## config.mk

```make
export PLATFORM = sky130hd
export DESIGN_NAME = modular_op_scheduler_flat
export DESIGN_NICKNAME = d
export VERILOG_FILES = /design/src/rtl/modular_op_scheduler_pkg.sv /design/src/rtl/modular_op_scheduler_if.sv /design/src/rtl/modular_op_scheduler_rr_arbiter2.sv /design/src/rtl/modular_op_scheduler.sv /design/src/flat_wrapper.sv
export SDC_FILE = /design/constraint.sdc
export NUM_CORES = 1
export LEC_CHECK = 0
export BUFFER_PORTS_ARGS = -buffer_cell sky130_fd_sc_hd__buf_2
export CAP_MARGIN = 20
export CORE_AREA = 2 2 58 60
export DETAILED_ROUTE_END_ITERATION = 6
export DIE_AREA = 0 0 60 62
export HOLD_SLACK_MARGIN = 0.06
export PLACE_DENSITY = 0.67
export SKIP_LAST_GASP = 1
export SLEW_MARGIN = 20
export SYNTH_ARGS = -nofsm -noshare
export SYNTH_HDL_FRONTEND = slang
export SYNTH_HIERARCHICAL = 1
export SYNTH_SLANG_ARGS = --single-unit
```

## constraint.sdc

```tcl
create_clock -name clk -period 6.81 [get_ports clk]
set_input_delay 1.0215 -clock clk [delete_from_list [all_inputs] [get_ports clk]]
set_output_delay 1.0215 -clock clk [all_outputs]
set_load 0.005 [all_outputs]
```

## src/rtl/modular_op_scheduler_pkg.sv

```systemverilog
// modular_pkg: shared width, op/id encodings and scheduler states for the modular datapath
package modular_pkg;
    localparam int WIDTH = 4;
    localparam logic OP_ADD = 1'b0;
    localparam logic OP_SUB = 1'b1;
    localparam logic ID_A = 1'b0;
    localparam logic ID_B = 1'b1;
    typedef enum logic [1:0] {IDLE, SETTLE_WAIT, HOLD} state_e;
endpackage

```

## src/rtl/modular_op_scheduler_if.sv

```systemverilog
// modular_op_scheduler_if: request, datapath and result signals between clients and the scheduler
interface modular_op_scheduler_if #(parameter int WIDTH = modular_pkg::WIDTH);
    logic a_valid, b_valid, a_ready, b_ready;
    logic [WIDTH-1:0] a_x, a_y, b_x, b_y;
    logic a_s, b_s;
    logic [WIDTH-1:0] dp_x, dp_y, dp_z;
    logic dp_s;
    logic res_valid, res_ready, res_id, busy;
    logic [WIDTH-1:0] res_z;
    modport master (
        output a_valid, b_valid, a_x, a_y, b_x, b_y, a_s, b_s, dp_z, res_ready,
        input  a_ready, b_ready, dp_x, dp_y, dp_s, res_valid, res_z, res_id, busy
    );
    modport slave (
        input  a_valid, b_valid, a_x, a_y, b_x, b_y, a_s, b_s, dp_z, res_ready,
        output a_ready, b_ready, dp_x, dp_y, dp_s, res_valid, res_z, res_id, busy
    );
endinterface

```

## src/rtl/modular_op_scheduler_rr_arbiter2.sv

```systemverilog
// rr_arbiter2: two-port round-robin grant; ptr holds the id granted last
module rr_arbiter2
    import modular_pkg::*;
(
    input  logic       a_valid,
    input  logic       b_valid,
    input  logic       en,
    input  logic       ptr,
    output logic [1:0] grant,
    output logic       grant_id
);
    always_comb begin
        grant[0] = en & a_valid & (~b_valid | (ptr == ID_B));
        grant[1] = en & b_valid & (~a_valid | (ptr == ID_A));
        grant_id = grant[1] ? ID_B : ID_A;
    end
endmodule

```

## src/rtl/modular_op_scheduler.sv

```systemverilog
// modular_op_scheduler: arbitrates two requesters onto the modular datapath and returns tagged results
module modular_op_scheduler #(
    parameter int WIDTH  = modular_pkg::WIDTH,
    parameter int SETTLE = 2
) (
    input logic                     clk,
    input logic                     rst_n,
    modular_op_scheduler_if.slave   bus
);
    import modular_pkg::*;
    state_e           state;
    logic [3:0]       cnt;
    logic [WIDTH-1:0] op_x, op_y, res_z;
    logic             op_s, op_id, ptr;
    logic [1:0]       grant;
    logic             grant_id;
    // readies stay low while reset is held, not just after the first clock
    rr_arbiter2 u_arb (
        .a_valid  (bus.a_valid),
        .b_valid  (bus.b_valid),
        .en       (rst_n && state == IDLE),
        .ptr      (ptr),
        .grant    (grant),
        .grant_id (grant_id)
    );
    assign bus.a_ready   = grant[0];
    assign bus.b_ready   = grant[1];
    assign bus.dp_x      = op_x;
    assign bus.dp_y      = op_y;
    assign bus.dp_s      = op_s;
    assign bus.res_valid = state == HOLD;
    assign bus.res_z     = res_z;
    assign bus.res_id    = op_id;
    assign bus.busy      = state != IDLE;
    always_ff @(posedge clk or negedge rst_n) begin
        if (!rst_n) begin
            state <= IDLE;
            cnt   <= '0;
            op_x  <= '0;
            op_y  <= '0;
            op_s  <= OP_ADD;
            op_id <= ID_A;
            ptr   <= ID_B;
            res_z <= '0;
        end else begin
            case (state)
                IDLE: if (|grant) begin
                    op_x  <= grant_id ? bus.b_x : bus.a_x;
                    op_y  <= grant_id ? bus.b_y : bus.a_y;
                    op_s  <= grant_id ? bus.b_s : bus.a_s;
                    op_id <= grant_id;
                    ptr   <= grant_id;
                    cnt   <= 4'(SETTLE - 1);
                    state <= SETTLE_WAIT;
                end
                SETTLE_WAIT: if (cnt == 4'd0) begin
                    res_z <= bus.dp_z;
                    state <= HOLD;
                end else begin
                    cnt <= cnt - 4'd1;
                end
                HOLD: if (bus.res_ready) state <= IDLE;
                default: state <= IDLE;
            endcase
        end
    end
endmodule

```

## src/flat_wrapper.sv

```systemverilog
// flat-port wrapper written by rule: the top's interface ports become plain ports
module modular_op_scheduler_flat import modular_pkg::*;
#(
    parameter int WIDTH  = modular_pkg::WIDTH,
    parameter int SETTLE = 2
)
  (clk, rst_n, bus_a_valid, bus_b_valid, bus_a_x, bus_a_y, bus_b_x, bus_b_y, bus_a_s, bus_b_s, bus_dp_z, bus_res_ready, bus_a_ready, bus_b_ready, bus_dp_x, bus_dp_y, bus_dp_s, bus_res_valid, bus_res_z, bus_res_id, bus_busy);
  modular_op_scheduler_if #(.WIDTH(WIDTH)) bus_i ();
  input logic clk;
  input logic rst_n;
  input wire logic [$bits(bus_i.a_valid)-1:0] bus_a_valid;
  input wire logic [$bits(bus_i.b_valid)-1:0] bus_b_valid;
  input wire logic [$bits(bus_i.a_x)-1:0] bus_a_x;
  input wire logic [$bits(bus_i.a_y)-1:0] bus_a_y;
  input wire logic [$bits(bus_i.b_x)-1:0] bus_b_x;
  input wire logic [$bits(bus_i.b_y)-1:0] bus_b_y;
  input wire logic [$bits(bus_i.a_s)-1:0] bus_a_s;
  input wire logic [$bits(bus_i.b_s)-1:0] bus_b_s;
  input wire logic [$bits(bus_i.dp_z)-1:0] bus_dp_z;
  input wire logic [$bits(bus_i.res_ready)-1:0] bus_res_ready;
  output wire logic [$bits(bus_i.a_ready)-1:0] bus_a_ready;
  output wire logic [$bits(bus_i.b_ready)-1:0] bus_b_ready;
  output wire logic [$bits(bus_i.dp_x)-1:0] bus_dp_x;
  output wire logic [$bits(bus_i.dp_y)-1:0] bus_dp_y;
  output wire logic [$bits(bus_i.dp_s)-1:0] bus_dp_s;
  output wire logic [$bits(bus_i.res_valid)-1:0] bus_res_valid;
  output wire logic [$bits(bus_i.res_z)-1:0] bus_res_z;
  output wire logic [$bits(bus_i.res_id)-1:0] bus_res_id;
  output wire logic [$bits(bus_i.busy)-1:0] bus_busy;
  assign bus_i.a_valid = bus_a_valid;
  assign bus_i.b_valid = bus_b_valid;
  assign bus_i.a_x = bus_a_x;
  assign bus_i.a_y = bus_a_y;
  assign bus_i.b_x = bus_b_x;
  assign bus_i.b_y = bus_b_y;
  assign bus_i.a_s = bus_a_s;
  assign bus_i.b_s = bus_b_s;
  assign bus_i.dp_z = bus_dp_z;
  assign bus_i.res_ready = bus_res_ready;
  assign bus_a_ready = bus_i.a_ready;
  assign bus_b_ready = bus_i.b_ready;
  assign bus_dp_x = bus_i.dp_x;
  assign bus_dp_y = bus_i.dp_y;
  assign bus_dp_s = bus_i.dp_s;
  assign bus_res_valid = bus_i.res_valid;
  assign bus_res_z = bus_i.res_z;
  assign bus_res_id = bus_i.res_id;
  assign bus_busy = bus_i.busy;
  modular_op_scheduler #(.WIDTH(WIDTH), .SETTLE(SETTLE)) u_core (.clk(clk), .rst_n(rst_n), .bus(bus_i));
endmodule
```

==> results of run 1 <==
[power breakdown]
group,switching (mW),total (mW),internal [mW],leakage (nW)
sequential,0.0435,0.229,0.186,0.246
clock,0.0344,0.0571,0.0228,0.0150
combinational,0.120,0.253,0.133,0.391
[cell families (layout without fill, tap and decap cells)]
| family | after synthesis | in the layout |
|---|---|---|
| fa+ha+maj | 1 | 1 |
| simple gates | 18 | 18 |
| buf+inv | 11 | 54 |
| compound gates | 26 | 26 |
| mux | 17 | 17 |
| flops | 21 | 21 |
[routing by layer]
layer,up-vias,global-route usage (%),part of all wire [%],wire [µm]
li1,421,-,-,-
met5,-,0,0,0
met2,17,18.8,50,1080
met3,4,1.86,3.1,67
met1,397,16.7,45,963
met4,0,3.81,1.2,25
[path summary, 6_finish.rpt]
check,from,slack (ps),end
worst min register to register,u_core/bus.res_z[2],520,u_core/bus.res_z[2]
max in group asynchronous,rst_n,5790,u_core/ptr
min in group asynchronous,rst_n,660,u_core/bus.res_z[0]
worst max-delay path,u_core/state[1],3560,bus_b_ready
worst min-delay path,u_core/bus.res_z[2],520,u_core/bus.res_z[2]
worst max register to register,u_core/state[1],4090,u_core/bus.dp_y[0]
[sequential cells by signal, indices dropped and copies added (netlist names)]
register           count
u_core/state           2
u_core/ptr             1
u_core/cnt             4
u_core/bus.res_z       4
u_core/bus.dp_x        4
u_core/bus.dp_y        4
u_core/bus.res_id      1
u_core/bus.dp_s        1
[layout make-up]
class / count / area share (%)
repair buffers: 45 / 17.3
inverters: 5 / 1.43
flip-flops and latches: 21 / 40.1
well taps: 46 / 4.38
clock buffers: 4 / 2.00
multi-input cells: 62 / 34.8
[cells in the final DEF, fill, tap and decap left out, types with 3 or more instances in the layout]
cell type / Yosys / layout
nand2_1: 3 / 3
mux2i_1: 10 / 10
a21oi_1: 21 / 21
dfrtp_1: 20 / 20
mux2_4: 4 / 4
nor3b_1: 3 / 3
buf_2: 0 / 44
clkbuf_4: 0 / 3
mux2_2: 3 / 3
inv_1: 5 / 5
[Yosys cell counts, drive strengths merged]
cell    instances
a211o           1
clkbuf          4
o21ai           1
a21oi          21
inv             5
nand2           3
nor3            2
nor4b           1
dfstp           1
mux2i          10
nand2b          1
nand3b          1
nor2            1
or2             2
a31o            1
dfrtp          20
mux2            7
buf             2
a22o            1
or3             1
and3            1
ha              1
and2            2
o21bai          1
nor3b           3
[metrics by stage]
| step | instance area [µm²] | setup WS (ps) | power, mW |
|---|---|---|---|
| after floorplan | 1040 | 4250 | 0.400 |
| after global placement | 1290 | 3680 | 0.482 |
| after detailed placement | 1290 | 3600 | 0.488 |
| after CTS | 1320 | 3550 | 0.547 |
| after global routing | 1320 | 3380 | 0.590 |
| final | 1320 | 3560 | 0.539 |
==> flow_summary.ini, run 1 <==
[clock_tree]
clkSinkCount = 21
numCtsBuffers = 3
postCtsSetupRepairBufs = 0
clkTransAtPathRegs_ps = 110
insertion_delay_ps = 300
post_cts_resized = 0
cts.path.max_buffers = 2
cts_tree = built
cts_hold_buf = 0
clockRootBuffer = clkbuf_4
cts_max_level = 1

[logic_synthesis]
syn_nets = 122
syn_avg_cell_area_um2 = 11.0
synthMuxAreaShare_pct = 18.7
synth_area_um2 = 1040
yosys_register_bits = 21
yosysTopAreaCell = dfrtp_1
synth_simple_gate_area_share_pct = 10.4
synth_adder_area_share_pct = 1.21
yosysSeqAreaShare_pct = 50.8
synthXorXnorAreaFrac_pct = 0
ys_warn_count = 6
synth_compound_area_share_pct = 13.9
synth_area_leaders = dfrtp_1 48%, a21oi_1 10%, mux2i_1 9.7%
synth_top_family_by_area = multiplexers
yosysUniqueCellTypes = 27
postSynthCellCount = 94
yosys.area.top_type_share_pct = 48.3

[sta]
max-slew-margin-rel_pct = 40.0
slew_viol_final = 0
tns_ps = 0
whs_ps = 523
tightestPinTransition_ps = 897
max_freq_mhz = 308
rsz0062_at_grt = no
finalSetupViolCount = 0
timing.final.crit_share_pct = 47.7
period_needed_ps = 3250
skew_ps = 11.2
hold_violations = 0

[finish]
post-route-util_pct = 41.4
drive_gt1_share_pct = 43.1
final_nets = 166
fillers = 321
seq_area_um2 = 527
final_cells = 183
multi_input_area_um2 = 458
diodes = 0
syn_to_final_growth_pct = 26.8

[placement]
dp_hpwl_um = 1650
gp_congestion = 0.726
io_buffers = 44
placed_cells = 179

[grt]
grt_usage_pct = 11.8
antenna_found_initial = 0
grt_max_degree = 23
grt_pass1_wl_um = 3370
grt_pass1_vias = 770
grt-ovfl-total = 0

[critical_path]
crit_family = simple AND/OR/NAND/NOR gates
rr_worst_depth = 7
end_kind = primary output
critical_path_cell_count = 5
critPathKind = flip-flop to primary output
crit_fanout = 14
cp_slowest_cell = nor2_1
worstPathArrival_ps = 2230
max_stage_delay_ps = 720
required_ps = 5790
critPathBufInv = 1
cp-start-kind = flip-flop
critical_path.cell_chain = nor2_1, and2_1, nand2_1, a21oi_1, buf_2

[routing]
drc = 0
wl_um = 2140
firstDrtPassIters = 4
ant_nets = 0
num_vias = 839
wl_per_cell_um = 11.7
viasPerCell = 4.58
drt_iter0_drc = 22

[floorplanning]
pin_count = 45
dieArea_um2 = 3720
start_util_pct = 32.6
coreArea_um2 = 3180
rows = 21
die_y_um = 62
die_x_um = 60

[power]
power_density_nw_per_um2 = 410
p_leak_nw = 0.652
ir_worst_vdd_mv = 0.0970

[status]
status = completed

[min_path]
hold_class = flip-flop to flip-flop
holdPathStages = 1

[run]
drv_cap = 0
Note: power is estimated with default switching activity, not from simulation.
==> run 2, diff against run 1 <==
ABC_AREA = 1   (was not set)
CORE_AREA = 2 2 60 62   (was 2 2 58 60)
DIE_AREA = 0 0 62 64   (was 0 0 60 62)
PLACE_DENSITY = 0.66   (was 0.67)
clock period = 3.17 ns   (was 6.81 ns; I/O delays follow)
==> flow_summary.ini, run 2 <==
[power]
total_power_mw = 1.15
power_density_nw_per_um2 = 835
ir_worst_vdd_mv = 0.252
p_leak_nw = 0.762

[logic_synthesis]
yosys.area.top_type_share_pct = 45.0
synth_compound_area_share_pct = 16.5
postSynthCellCount = 131
synthFlopType = dfrtp_1
yosys_register_bits = 21
yosysSeqAreaShare_pct = 47.4
yosys-top-cells-count = 34 x nand2_1, 22 x inv_1, 20 x dfrtp_1
synthXorXnorAreaFrac_pct = 0
async_flop_share_pct = 100
synth_adder_area_share_pct = 1.12
yosysMostFrequentCell = nand2_1
yosysTopAreaCell = dfrtp_1
synth_top_family_by_area = simple AND/OR/NAND/NOR gates
synth_area_um2 = 1110
ys_warn_count = 6
synthMuxAreaShare_pct = 0
synth_simple_gate_area_share_pct = 22.8
synth_area_leaders = dfrtp_1 45%, nand2_1 11%, inv_1 7.4%
syn_avg_cell_area_um2 = 8.49
yosysUniqueCellTypes = 26
syn_nets = 159
synth_edf_count = 0

[critical_path]
critical_path.cell_chain = nor2_2, inv_1, nor2_1, nand2_1, a21oi_1, buf_4, buf_2
worstPathArrival_ps = 1720
critical_path_cell_count = 7
reg2reg_to = u_core/cnt[1]
rr_worst_depth = 10
critPathBufInv = 3
cp-start-kind = flip-flop
crit_family = buffers and inverters
r2r_slack_ps = 1210
required_ps = 2690
max_stage_delay_ps = 450
cp_slowest_cell = dfrtp_1
critPathKind = flip-flop to primary output
crit_fanout = 21
r2r-start = u_core/state[1]
end_kind = primary output

[routing]
wl_um = 2140
viasPerCell = 4.27
firstDrtPassIters = 3
drc = 0
wl_per_cell_um = 9.62
ant_nets = 0
drt_iter0_drc = 26
num_vias = 949

[sta]
tns_ps = 0
slew_viol_final = 0
max_freq_mhz = 456
timing.final.crit_share_pct = 69.2
hold_violations = 0
period_needed_ps = 2190
max-slew-margin-rel_pct = 50.2
rsz0062_at_grt = no
setup_slack_ps = 976
whs_ps = 149
finalSetupViolCount = 0
skew_ps = 5.63
tightestPinTransition_ps = 745

[clock_tree]
cts_tree = built
clkTransAtPathRegs_ps = 120
postCtsSetupRepairBufs = 0
numCtsBuffers = 3
cts.path.max_buffers = 2
clkSinkCount = 21
insertion_delay_ps = 300
post_cts_resized = 0
cts_hold_buf = 0
cts_max_level = 1
clockRootBuffer = clkbuf_4

[finish]
syn_to_final_growth_pct = 24.3
post-route-util_pct = 42.1
layout.cells.most_common_list = 44 x buf_2, 34 x nand2_1, 22 x inv_1
diodes = 0
final_cells = 222
final_common_cell = buf_2
drive_gt1_share_pct = 37.5
final_nets = 205
stdcell_area_um2 = 1380

[grt]
grt-ovfl-total = 0
grt_max_degree = 25
grt_pass1_wl_um = 3520
antenna_found_initial = 0
grt_usage_pct = 11.6
grt_pass1_vias = 866

[run]
drv_cap = 0

[placement]
dp_slack_ps = 1160
gp_congestion = 0.752
dp_hpwl_um = 1680
placed_cells = 218
placed_area_um2 = 1360
io_buffers = 44

[floorplanning]
dieArea_um2 = 3970
pin_count = 45
rows = 21
die_x_um = 62
start_util_pct = 33.9
die_y_um = 64
coreArea_um2 = 3280

[min_path]
hold_class = primary input to asynchronous set/reset pin

[status]
status = completed
-- run 2: worst max path at each step --
stage                               start         endpoint  slack, ps
after floorplan           u_core/state[1]  u_core/bus.dp_s       1530
after global placement              rst_n    u_core/cnt[0]       1200
after detailed placement            rst_n    u_core/cnt[1]       1160
after CTS                 u_core/state[1]      bus_b_ready        950
after global routing      u_core/state[1]      bus_b_ready        840
final                     u_core/state[1]      bus_b_ready        980
-- run 2: logic make-up (layout without fill, tap and decap cells) --
| kind of cell | Yosys count | in the layout |
|---|---|---|
| compound gates | 28 | 28 |
| flops | 21 | 21 |
| simple gates | 53 | 53 |
| fa+ha+maj | 1 | 1 |
| buf+inv | 28 | 73 |
-- run 2: cell type report --
type                    count  area (µm²)
well taps                  46        57.6
multi-input cells          82         450
flip-flops and latches     21         527
clock buffers               4        26.3
inverters                  23        86.3
fillers                   349        1900
repair buffers             46         235
-- run 2: per-layer routing --
layer | part of all wire, % | routed length, µm | track usage, % | up-vias
met1 | 48 | 1020 | 14.8 | 411
met4 | 0.61 | 13 | 3.99 | 0
li1 | - | - | - | 507
met3 | 6.9 | 147 | 2.83 | 2
met2 | 45 | 955 | 18.6 | 29
met5 | 0 | 0 | 0 | -
-- run 2: report_power, final --
part | internal (mW) | total (mW) | switching [mW]
logic | 0.234 | 0.559 | 0.325
registers | 0.392 | 0.468 | 0.0767
clock network | 0.0489 | 0.127 | 0.0780
total | 0.675 | 1.15 | 0.480
==> run 3, diff against run 2 <==
clock period = 2.05 ns   (was 3.17 ns; I/O delays follow)
==> flow_summary.ini, run 3 (synthesis gave the netlist of run 2 again) <==
[status]
status = completed

[finish]
layout.cells.most_common_list = 45 x buf_2, 34 x nand2_1, 22 x inv_1
syn_to_final_growth_pct = 29.9
diodes = 0
final_nets = 210
seq_area_um2 = 528
final_common_cell = buf_2
multi_input_area_um2 = 467
post-route-util_pct = 44.0
drive_gt1_share_pct = 40.3
fillers = 355
final_cells = 227

[grt]
grt_pass1_vias = 889
grt_pass1_wl_um = 3790
grt_max_degree = 25
grt_usage_pct = 12.5
grt-ovfl-total = 0
antenna_found_initial = 0

[critical_path]
critPathKind = primary input to flip-flop
max_stage_delay_ps = 660
critical_path_cell_count = 10
r2r-start = u_core/state[0]
crit_fanout = 24
end_kind = flip-flop
rr_worst_depth = 9
r2r_slack_ps = 260
startpoint = rst_n
cp_slowest_cell = o21ai_4
cp-endpoint = u_core/cnt[1]
cp-start-kind = primary input
critPathBufInv = 3
worstPathArrival_ps = 2140
critical_path.cell_chain = dlygate4sd3_1, buf_2, inv_1, nor2_1, nand2_1, a21oi_1, o21ai_4, nand2_4, nand2_1, o21ai_0
required_ps = 2250
reg2reg_to = u_core/cnt[1]
crit_top_cell = nand2_1
crit_family = compound AO/OA/AOI/OAI gates

[floorplanning]
coreArea_um2 = 3280
rows = 21
die_x_um = 62
dieArea_um2 = 3970
pin_count = 45
die_y_um = 64
start_util_pct = 33.9

[routing]
drc = 0
drt_iter0_drc = 24
wl_per_cell_um = 10.1
firstDrtPassIters = 4
num_vias = 983
wl_um = 2280
viasPerCell = 4.33
ant_nets = 0

[sta]
tns_ps = 0
max_freq_mhz = 515
timing.final.crit_share_pct = 94.6
period_needed_ps = 1940
setup_slack_ps = 110
hold_violations = 0
rsz0062_at_grt = yes
slew_viol_final = 0
max-slew-margin-rel_pct = 47.1
tightestPinTransition_ps = 790
finalSetupViolCount = 0
skew_ps = 0.824

[clock_tree]
insertion_delay_ps = 300
clkSinkCount = 21
clkTransAtPathRegs_ps = 120
cts_tree = built
cts.path.max_buffers = 2
clockRootBuffer = clkbuf_4
numCtsBuffers = 3
cts_max_level = 1

[placement]
dp_slack_ps = 205
io_buffers = 44
placed_cells = 218
gp_congestion = 0.762
dp_hpwl_um = 1630

[power]
p_leak_nw = 0.789
ir_worst_vdd_mv = 0.456
power_density_nw_per_um2 = 1290

[min_path]
hp-start = bus_res_ready
hold_class = primary input to flip-flop

[run]
drv_cap = 0
-- run 3: where the power goes --
group	leakage, nW	switching [mW]	internal [mW]	total [mW]
logic	0.514	0.530	0.397	0.927
registers	0.261	0.121	0.608	0.728
clock network	0.0139	0.130	0.0744	0.205
-- run 3: layer usage --
layer | global-route usage [%] | up-vias | wire, µm
met5 | 0 | - | 0
met4 | 3.19 | 0 | 11
met3 | 3.64 | 2 | 174
met2 | 19.7 | 36 | 1010
met1 | 16.6 | 436 | 1090
li1 | - | 509 | -
-- run 3: how the worst min path moves through the flow --
stage / to / slack, ps / cells after the start
6_report: u_core/state[1] / 200 / 2
5_1_grt: u_core/state[1] / 160 / 2
2_1_floorplan: u_core/bus.dp_s / 10 / 0
3_3_place_gp: u_core/bus.res_z[1] / 320 / 2
3_5_place_dp: u_core/bus.res_z[0] / 320 / 2
4_1_cts: u_core/state[1] / 170 / 2
-- run 3: what timing repair did --
item,in CTS,in global routing
resized for setup,3,2
gates cloned,1,0
setup endpoints to repair,1,4
pin swaps,0,1
hold buffers,1,0
buffers inserted,1,2
hold endpoints to repair,20,0
-- run 3: cell type report --
class / instances / share of cell area, %
clock buffer: 3 / 1.56
clock inverter: 1 / 0.519
inverter: 23 / 5.97
multi-input combinational: 82 / 32.3
sequential: 21 / 36.5
tap: 46 / 3.98
timing repair buffer: 51 / 19.1
-- run 3: through the flow --
stage | hold WS (ps) | cell area, µm² | power (mW)
after global placement | 320 | 1360 | 1.60
final | 196 | 1450 | 1.86
after detailed placement | 319 | 1360 | 1.61
after global routing | 161 | 1450 | 2.05
after CTS | 174 | 1420 | 1.86
after floorplan | 11.9 | 1110 | 1.36
